<file path="src/rtl/cmd_arbiter_if.sv">
// Bundle of the arbiter's request, command and response signals.
// slave is the arbiter's view; master is the requester/cmd_proc view.
interface cmd_arbiter_if;
  logic [15:0] uart_cmd;
  logic        uart_vld;
  logic        uart_ovf;
  logic [15:0] tour_cmd;
  logic        tour_last;
  logic        tour_vld;
  logic        tour_rdy;
  logic        tour_ack;
  logic [15:0] cmd;
  logic        cmd_rdy;
  logic        clr_cmd_rdy;
  logic        send_resp;
  logic [7:0]  resp;
  logic        resp_vld;
  logic        owner;

  modport slave (
    input  uart_cmd, uart_vld, tour_cmd, tour_last, tour_vld, clr_cmd_rdy, send_resp,
    output uart_ovf, tour_rdy, tour_ack, cmd, cmd_rdy, resp, resp_vld, owner
  );

  modport master (
    output uart_cmd, uart_vld, tour_cmd, tour_last, tour_vld, clr_cmd_rdy, send_resp,
    input  uart_ovf, tour_rdy, tour_ack, cmd, cmd_rdy, resp, resp_vld, owner
  );
endinterface

</file>
<file path="src/rtl/cmd_arbiter.sv">
// cmd_arbiter: shares the cmd_proc command port between the UART command
// path (src 0, FIFO buffered) and the tour sequencer (src 1, single holding
// register). Round-robin, one command in flight, watchdog abort in EXEC.
module cmd_arbiter #(
  parameter int DEPTH   = 4,
  parameter int TIMEOUT = 150000000,
  parameter int TO_W    = 28
) (
  input  logic           clk,
  input  logic           rst,
  cmd_arbiter_if.slave   bus
);

  localparam int AW = $clog2(DEPTH);
  localparam bit WD_EN = (TIMEOUT != 0);
  localparam logic [TO_W-1:0] TO_LAST = WD_EN ? TO_W'(TIMEOUT - 1) : '0;

  localparam logic [7:0] RESP_OK_A = 8'hA5;
  localparam logic [7:0] RESP_OK_B = 8'h5A;
  localparam logic [7:0] RESP_ERR  = 8'hEE;

  typedef enum logic [1:0] {IDLE, ISSUE, EXEC, RESP} state_t;

  state_t state_q, state_d;

  // UART FIFO: pointers carry one extra wrap bit to tell full from empty
  logic [DEPTH-1:0][15:0] fifo_q, fifo_d;
  logic [AW:0]            wr_ptr_q, wr_ptr_d;
  logic [AW:0]            rd_ptr_q, rd_ptr_d;
  logic                   ovf_q, ovf_d;

  // tour holding register
  logic                   tvld_q, tvld_d;
  logic [15:0]            tcmd_q, tcmd_d;
  logic                   tlast_q, tlast_d;

  // command in flight
  logic [15:0]            cmd_q, cmd_d;
  logic                   cmd_rdy_q, cmd_rdy_d;
  logic                   owner_q, owner_d;
  logic                   last_q, last_d;
  logic                   last_grant_q, last_grant_d;
  logic [TO_W-1:0]        wd_q, wd_d;
  logic [7:0]             resp_q, resp_d;
  logic                   resp_vld_q, resp_vld_d;
  logic                   tour_ack_q, tour_ack_d;

  logic fifo_empty, fifo_full;
  logic uart_pend, tour_pend;
  logic gnt_uart, gnt_tour;
  logic push_ok;
  logic [7:0] ok_code;

  assign fifo_empty = (wr_ptr_q == rd_ptr_q);
  assign fifo_full  = (wr_ptr_q[AW] != rd_ptr_q[AW]) &&
                      (wr_ptr_q[AW-1:0] == rd_ptr_q[AW-1:0]);

  assign uart_pend = ~fifo_empty;
  assign tour_pend = tvld_q;

  // On a tie the source that did not win last time goes next
  assign gnt_tour = (state_q == IDLE) && tour_pend && (~uart_pend || ~last_grant_q);
  assign gnt_uart = (state_q == IDLE) && uart_pend && ~gnt_tour;

  // A pop in the same cycle frees a slot, so a full FIFO can still take a push
  assign push_ok = bus.uart_vld && (~fifo_full || gnt_uart);

  // Tour moves that are not the final move get the alternate ack code
  assign ok_code = (~owner_q || last_q) ? RESP_OK_A : RESP_OK_B;

  // FIFO storage and pointer next-state
  always_comb begin
    fifo_d   = fifo_q;
    wr_ptr_d = wr_ptr_q;
    rd_ptr_d = rd_ptr_q;
    ovf_d    = ovf_q;
    if (push_ok) begin
      fifo_d[wr_ptr_q[AW-1:0]] = bus.uart_cmd;
      wr_ptr_d = wr_ptr_q + 1'b1;
    end
    if (bus.uart_vld && ~push_ok) ovf_d = 1'b1;
    if (gnt_uart) rd_ptr_d = rd_ptr_q + 1'b1;
  end

  // Tour holding register next-state; pushes while occupied are ignored
  always_comb begin
    tvld_d  = tvld_q;
    tcmd_d  = tcmd_q;
    tlast_d = tlast_q;
    if (gnt_tour) begin
      tvld_d = 1'b0;
    end else if (bus.tour_vld && ~tvld_q) begin
      tvld_d  = 1'b1;
      tcmd_d  = bus.tour_cmd;
      tlast_d = bus.tour_last;
    end
  end

  // Arbitration / handshake FSM next-state and registered outputs
  always_comb begin
    state_d      = state_q;
    cmd_d        = cmd_q;
    cmd_rdy_d    = cmd_rdy_q;
    owner_d      = owner_q;
    last_d       = last_q;
    last_grant_d = last_grant_q;
    wd_d         = wd_q;
    resp_d       = resp_q;
    resp_vld_d   = 1'b0;
    tour_ack_d   = 1'b0;
    unique case (state_q)
      IDLE: begin
        if (gnt_tour) begin
          cmd_d        = tcmd_q;
          owner_d      = 1'b1;
          last_d       = tlast_q;
          last_grant_d = 1'b1;
          cmd_rdy_d    = 1'b1;
          state_d      = ISSUE;
        end else if (gnt_uart) begin
          cmd_d        = fifo_q[rd_ptr_q[AW-1:0]];
          owner_d      = 1'b0;
          last_d       = 1'b0;
          last_grant_d = 1'b0;
          cmd_rdy_d    = 1'b1;
          state_d      = ISSUE;
        end
      end
      ISSUE: begin
        if (bus.clr_cmd_rdy) begin
          cmd_rdy_d = 1'b0;
          wd_d      = '0;
          state_d   = EXEC;
        end
      end
      EXEC: begin
        // send_resp outranks a watchdog expiry in the same cycle
        if (bus.send_resp) begin
          resp_d     = ok_code;
          resp_vld_d = 1'b1;
          tour_ack_d = owner_q;
          state_d    = RESP;
        end else if (WD_EN && (wd_q == TO_LAST)) begin
          resp_d     = RESP_ERR;
          resp_vld_d = 1'b1;
          tour_ack_d = owner_q;
          state_d    = RESP;
        end else begin
          wd_d = wd_q + TO_W'(1);
        end
      end
      RESP: begin
        state_d = IDLE;
      end
      default: state_d = IDLE;
    endcase
  end

  // Control state, pointers and outputs with synchronous reset
  always_ff @(posedge clk) begin
    if (rst) begin
      state_q      <= IDLE;
      wr_ptr_q     <= '0;
      rd_ptr_q     <= '0;
      ovf_q        <= 1'b0;
      tvld_q       <= 1'b0;
      tcmd_q       <= '0;
      tlast_q      <= 1'b0;
      cmd_q        <= '0;
      cmd_rdy_q    <= 1'b0;
      owner_q      <= 1'b0;
      last_q       <= 1'b0;
      last_grant_q <= 1'b1;
      wd_q         <= '0;
      resp_q       <= '0;
      resp_vld_q   <= 1'b0;
      tour_ack_q   <= 1'b0;
    end else begin
      state_q      <= state_d;
      wr_ptr_q     <= wr_ptr_d;
      rd_ptr_q     <= rd_ptr_d;
      ovf_q        <= ovf_d;
      tvld_q       <= tvld_d;
      tcmd_q       <= tcmd_d;
      tlast_q      <= tlast_d;
      cmd_q        <= cmd_d;
      cmd_rdy_q    <= cmd_rdy_d;
      owner_q      <= owner_d;
      last_q       <= last_d;
      last_grant_q <= last_grant_d;
      wd_q         <= wd_d;
      resp_q       <= resp_d;
      resp_vld_q   <= resp_vld_d;
      tour_ack_q   <= tour_ack_d;
    end
  end

  // FIFO data array; contents are only meaningful between the pointers
  always_ff @(posedge clk) begin
    fifo_q <= fifo_d;
  end

  assign bus.uart_ovf = ovf_q;
  assign bus.tour_rdy = ~tvld_q;
  assign bus.tour_ack = tour_ack_q;
  assign bus.cmd      = cmd_q;
  assign bus.cmd_rdy  = cmd_rdy_q;
  assign bus.resp     = resp_q;
  assign bus.resp_vld = resp_vld_q;
  assign bus.owner    = owner_q;

endmodule

</file>
<file path="src/flat_wrapper.sv">
// flat-port wrapper written by rule: the top's interface ports become plain ports
module cmd_arbiter_flat 
#(
  parameter int DEPTH   = 4,
  parameter int TIMEOUT = 150000000,
  parameter int TO_W    = 28
)
  (clk, rst, bus_uart_cmd, bus_uart_vld, bus_tour_cmd, bus_tour_last, bus_tour_vld, bus_clr_cmd_rdy, bus_send_resp, bus_uart_ovf, bus_tour_rdy, bus_tour_ack, bus_cmd, bus_cmd_rdy, bus_resp, bus_resp_vld, bus_owner);
  cmd_arbiter_if bus_i ();
  input  logic clk;
  input  logic rst;
  input wire logic [$bits(bus_i.uart_cmd)-1:0] bus_uart_cmd;
  input wire logic [$bits(bus_i.uart_vld)-1:0] bus_uart_vld;
  input wire logic [$bits(bus_i.tour_cmd)-1:0] bus_tour_cmd;
  input wire logic [$bits(bus_i.tour_last)-1:0] bus_tour_last;
  input wire logic [$bits(bus_i.tour_vld)-1:0] bus_tour_vld;
  input wire logic [$bits(bus_i.clr_cmd_rdy)-1:0] bus_clr_cmd_rdy;
  input wire logic [$bits(bus_i.send_resp)-1:0] bus_send_resp;
  output wire logic [$bits(bus_i.uart_ovf)-1:0] bus_uart_ovf;
  output wire logic [$bits(bus_i.tour_rdy)-1:0] bus_tour_rdy;
  output wire logic [$bits(bus_i.tour_ack)-1:0] bus_tour_ack;
  output wire logic [$bits(bus_i.cmd)-1:0] bus_cmd;
  output wire logic [$bits(bus_i.cmd_rdy)-1:0] bus_cmd_rdy;
  output wire logic [$bits(bus_i.resp)-1:0] bus_resp;
  output wire logic [$bits(bus_i.resp_vld)-1:0] bus_resp_vld;
  output wire logic [$bits(bus_i.owner)-1:0] bus_owner;
  assign bus_i.uart_cmd = bus_uart_cmd;
  assign bus_i.uart_vld = bus_uart_vld;
  assign bus_i.tour_cmd = bus_tour_cmd;
  assign bus_i.tour_last = bus_tour_last;
  assign bus_i.tour_vld = bus_tour_vld;
  assign bus_i.clr_cmd_rdy = bus_clr_cmd_rdy;
  assign bus_i.send_resp = bus_send_resp;
  assign bus_uart_ovf = bus_i.uart_ovf;
  assign bus_tour_rdy = bus_i.tour_rdy;
  assign bus_tour_ack = bus_i.tour_ack;
  assign bus_cmd = bus_i.cmd;
  assign bus_cmd_rdy = bus_i.cmd_rdy;
  assign bus_resp = bus_i.resp;
  assign bus_resp_vld = bus_i.resp_vld;
  assign bus_owner = bus_i.owner;
  cmd_arbiter #(.DEPTH(DEPTH), .TIMEOUT(TIMEOUT), .TO_W(TO_W)) u_core (.clk(clk), .rst(rst), .bus(bus_i));
endmodule
</file>
<file path="config.mk">
export PLATFORM = sky130hd
export DESIGN_NAME = cmd_arbiter_flat
export DESIGN_NICKNAME = d
export VERILOG_FILES = /design/src/rtl/cmd_arbiter_if.sv /design/src/rtl/cmd_arbiter.sv /design/src/flat_wrapper.sv
export SDC_FILE = /design/constraint.sdc
export NUM_CORES = 1
export LEC_CHECK = 0
export CORE_MARGIN = 5
export CORE_UTILIZATION = 45
export DETAILED_ROUTE_END_ITERATION = 6
export DONT_BUFFER_PORTS = 1
export SETUP_SLACK_MARGIN = 0.15
export SLEW_MARGIN = 20
export SYNTH_ARGS = -nofsm -noshare
export SYNTH_HDL_FRONTEND = slang
export SYNTH_SLANG_ARGS = --single-unit
export TNS_END_PERCENT = 30
</file>
<file path="constraint.sdc">
create_clock -name clk -period 2.64 [get_ports clk]
set_input_delay 0.528 -clock clk [delete_from_list [all_inputs] [get_ports clk]]
set_output_delay 0.528 -clock clk [all_outputs]
set_load 0.02 [all_outputs]
</file>
==> metrics.yaml <==
outcome: "complete, no violations"
p_clk_share_pct: 37.2
syn_nets: 581
fin_util_pct: 51.1
switchingPower_w: 0.00212
max-vdd-ir-drop_mv: 0.721
vias: 4183
avgSynthCellArea_um2: 11.7
synth_area_um2: 6220
slowest_stage: "ha_1"
path_buf_inv: 1
clockBufferDepth: 2
cts_root_buf: "clkbuf_16"
holdBufCountCts: 0
hpwlAfterDp_um: 9410
crit_required_ns: 3.00
viasPerCell: 5.72
endpoint_kind: "register"
cts.sink_count: 145
maxCapViolations: 0
critical_path_class: "register to register"
path_delay_family: "simple AND/OR/NAND/NOR gates"
htree_levels: 4
final.setup.tns_ns: 0
critical_path_depth: 7
grt_pass1_wl_um: 22600
ys_warn_count: 0
synth-async-reset-ratio_pct: 0
multi_input_area_um2: 2470
ys.flop_type: "dfxtp_1"
cts_tree: "built"
wl_per_cell_um: 19.2
postSynthCellCount: 533
pwr_density_cell_nw_per_um2: 934
holdWs_ns: 0.173
clk_latency_ns: 0.43
layout-drive-gt1-share_pct: 15.4
cts_buffers: 17
path_cells: "inv_1 > ha_1 > nor2b_1 > o21a_2 > nand3_1 > or4_1 > a21oi_1"
drc: 0
yosysUniqueCellTypes: 62
ys_seq_elements: 145
antenna_found_initial: 0
fin_nets: 586
hold_end: "u_core.wd_q[1]"
grt_usage_pct: 18.2
setup_viol: 0
switching_share_pct: 32.4
combPwrFrac_pct: 19.2
ant_nets: 0
crit_path_max_incr_delay_ns: 0.41
start_util_pct: 45.3
synthToLayoutAreaGrowth_pct: 12.7
totalWireLength_um: 14100
worst_pin_slew_ns: 0.789
yosysSeqAreaShare_pct: 57.0
skew_ns: 0.0140
hold_class: "input port to register"
core_area_um2: 13700
period_needed_ns: 2.19
crit_path_start: "u_core.state_q[0]"
clock.fmax_mhz: 457
rsz0062_at_grt: "false"
rows: 43
io_pins: 69
cp_max_fo: 14
die_x_um: 128
synth_edf_count: 64
io_buffer_count: 0
final_hold_viol_count: 0
clk_pin_slew_ns: 0.06
drtPass1Iterations: 6
grt_overflow: 0
antenna_cells: 0
drv_slew: 0
slew_headroom_pct: 46.9
cp-start-kind: "register"
p_int_w: 0.00443
drtIter0Drc: 299
r2r_cells: 7
rrSetupSlack_ns: 0.45
arrival_ns: 2.55
num-fill-cells: 1202
r2r_end: "u_core.wd_q[25]"
fin_crit_sh_pct: 82.9
regArea_um2: 3540
grt_pass1_vias: 4300
power.leakage_nw: 2.37
gp_congestion: 0.842
min_from: "rst"
holdPathStages: 1
die_y_um: 128
grt_max_degree: 40
power_frac_seq_pct: 43.6
die-area_um2: 16300
crit-reg2reg-launch: "u_core.state_q[0]"
## sequential cells by signal (all words and copies together) (netlist names), 2 cells and up
register / count
u_core.fifo_q: 64
u_core.wr_ptr_q: 3
u_core.tcmd_q: 16
u_core.bus.resp: 4
u_core.state_q: 2
u_core.wd_q: 28
u_core.rd_ptr_q: 3
u_core.bus.cmd: 16
## synth_stat cells (3+ instances only)
master,number,share of area [%]
mux2i_1,18,2.9
dfxtp_1,81,26
o211a_1,3,0.48
nand3_1,17,1.4
a21oi_1,48,3.9
o21ai_1,3,0.24
xnor2_1,3,0.42
inv_1,13,0.78
and2_1,5,0.50
nor3_1,6,0.48
o21ai_0,30,2.4
or3_1,8,0.80
nor2_1,23,1.4
o211ai_1,12,1.4
nor4_1,3,0.30
clkbuf_1,13,0.78
nor2b_1,4,0.40
xor2_1,3,0.42
edfxtp_1,64,31
mux4_2,16,5.8
nand2_1,54,3.3
buf_2,4,0.32
and3_1,5,0.50
buf_6,4,0.72
nand4b_1,3,0.42
nand4_1,13,1.3
o31ai_1,9,1.1
a31oi_1,4,0.40
o21a_1,5,0.60
ha_1,9,1.8
buf_4,6,0.72
## per-layer routing
metal | wire (µm) | GRT usage, % | up-vias
met5 | 0 | 0 | -
met4 | 233 | 6.74 | 0
met3 | 947 | 7.53 | 19
met2 | 6860 | 29.6 | 104
met1 | 6020 | 21.6 | 2033
li1 | - | - | 2027
## power by group through the flow
stage	combinational (W)	sequential [W]	clock, W
finish	0.00126	0.00285	0.00243
detailed placement	0.00127	0.00291	0
floorplan	0.00103	0.00284	0
CTS	0.00128	0.00286	0.00248
global route	0.00140	0.00288	0.00258
global placement	0.00124	0.00290	0
## final cells by class
| type | count | share of cell area (%) |
|---|---|---|
| clock buffer | 17 | 6.07 |
| clock inverter | 15 | 2.57 |
| inverter | 14 | 0.750 |
| multi-input combinational | 345 | 35.2 |
| sequential | 145 | 50.6 |
| tap | 180 | 3.21 |
| timing repair buffer | 15 | 1.61 |
## worst max-delay path by stage
stage	to	slack (ns)
2_1_floorplan	u_core.wd_q[7]	0.76
3_3_place_gp	u_core.wd_q[13]	0.38
6_report	u_core.wd_q[25]	0.45
3_5_place_dp	u_core.wd_q[25]	0.29
5_1_grt	u_core.wd_q[19]	0.28
4_1_cts	u_core.wd_q[25]	0.25
## through the flow
stage	setup WS (ns)	power, W	std cells	cell area [µm²]
finish	0.452	0.00655	731	7010
global route	0.276	0.00686	731	7010
CTS	0.253	0.00662	731	7010
detailed placement	0.287	0.00418	699	6400
global placement	0.384	0.00414	699	6400
floorplan	0.761	0.00387	533	6220
## cells by family (layout without fill, tap and decap cells)
kind of cell             Yosys count  count (layout)  synth area share (%)
AO/OA/AOI/OAI                    134             134                  13.7
XOR/XNOR                           8               8                  1.37
adder cells (fa/ha/maj)            9               9                  1.81
buffers and inverters             43              61                  3.52
flip-flops                       145             145                  57.0
multiplexers                      34              34                  8.69
AND/OR/NAND/NOR                  160             160                  14.0
## placed cells by master (no fill, tap or decap), types with 3 or more instances in the layout
cell type  count
o211a_1        3
o21ai_1        3
inv_1         13
nand2_1       54
clkbuf_16     17
mux2i_1       18
nor4_1         3
xor2_1         3
ha_1           9
nor3_1         6
buf_4         15
nor2b_1        4
edfxtp_1      64
and3_1         5
dfxtp_1       81
or3_1          8
o211ai_1      12
mux4_2        16
and2_1         5
xnor2_1        3
o21ai_0       30
o31ai_1        9
nor2_1        23
a31oi_1        4
nand3_1       17
a21oi_1       48
inv_6          4
nand4b_1       3
o21a_1         3
nand4_1       13
inv_8          6
## repair_timing
item / CTS / global route
buffers inserted: 0 / 0
setup endpoints to repair: 0 / 9
gates resized for setup: 0 / 1
(Power assumes the default switching activity.)
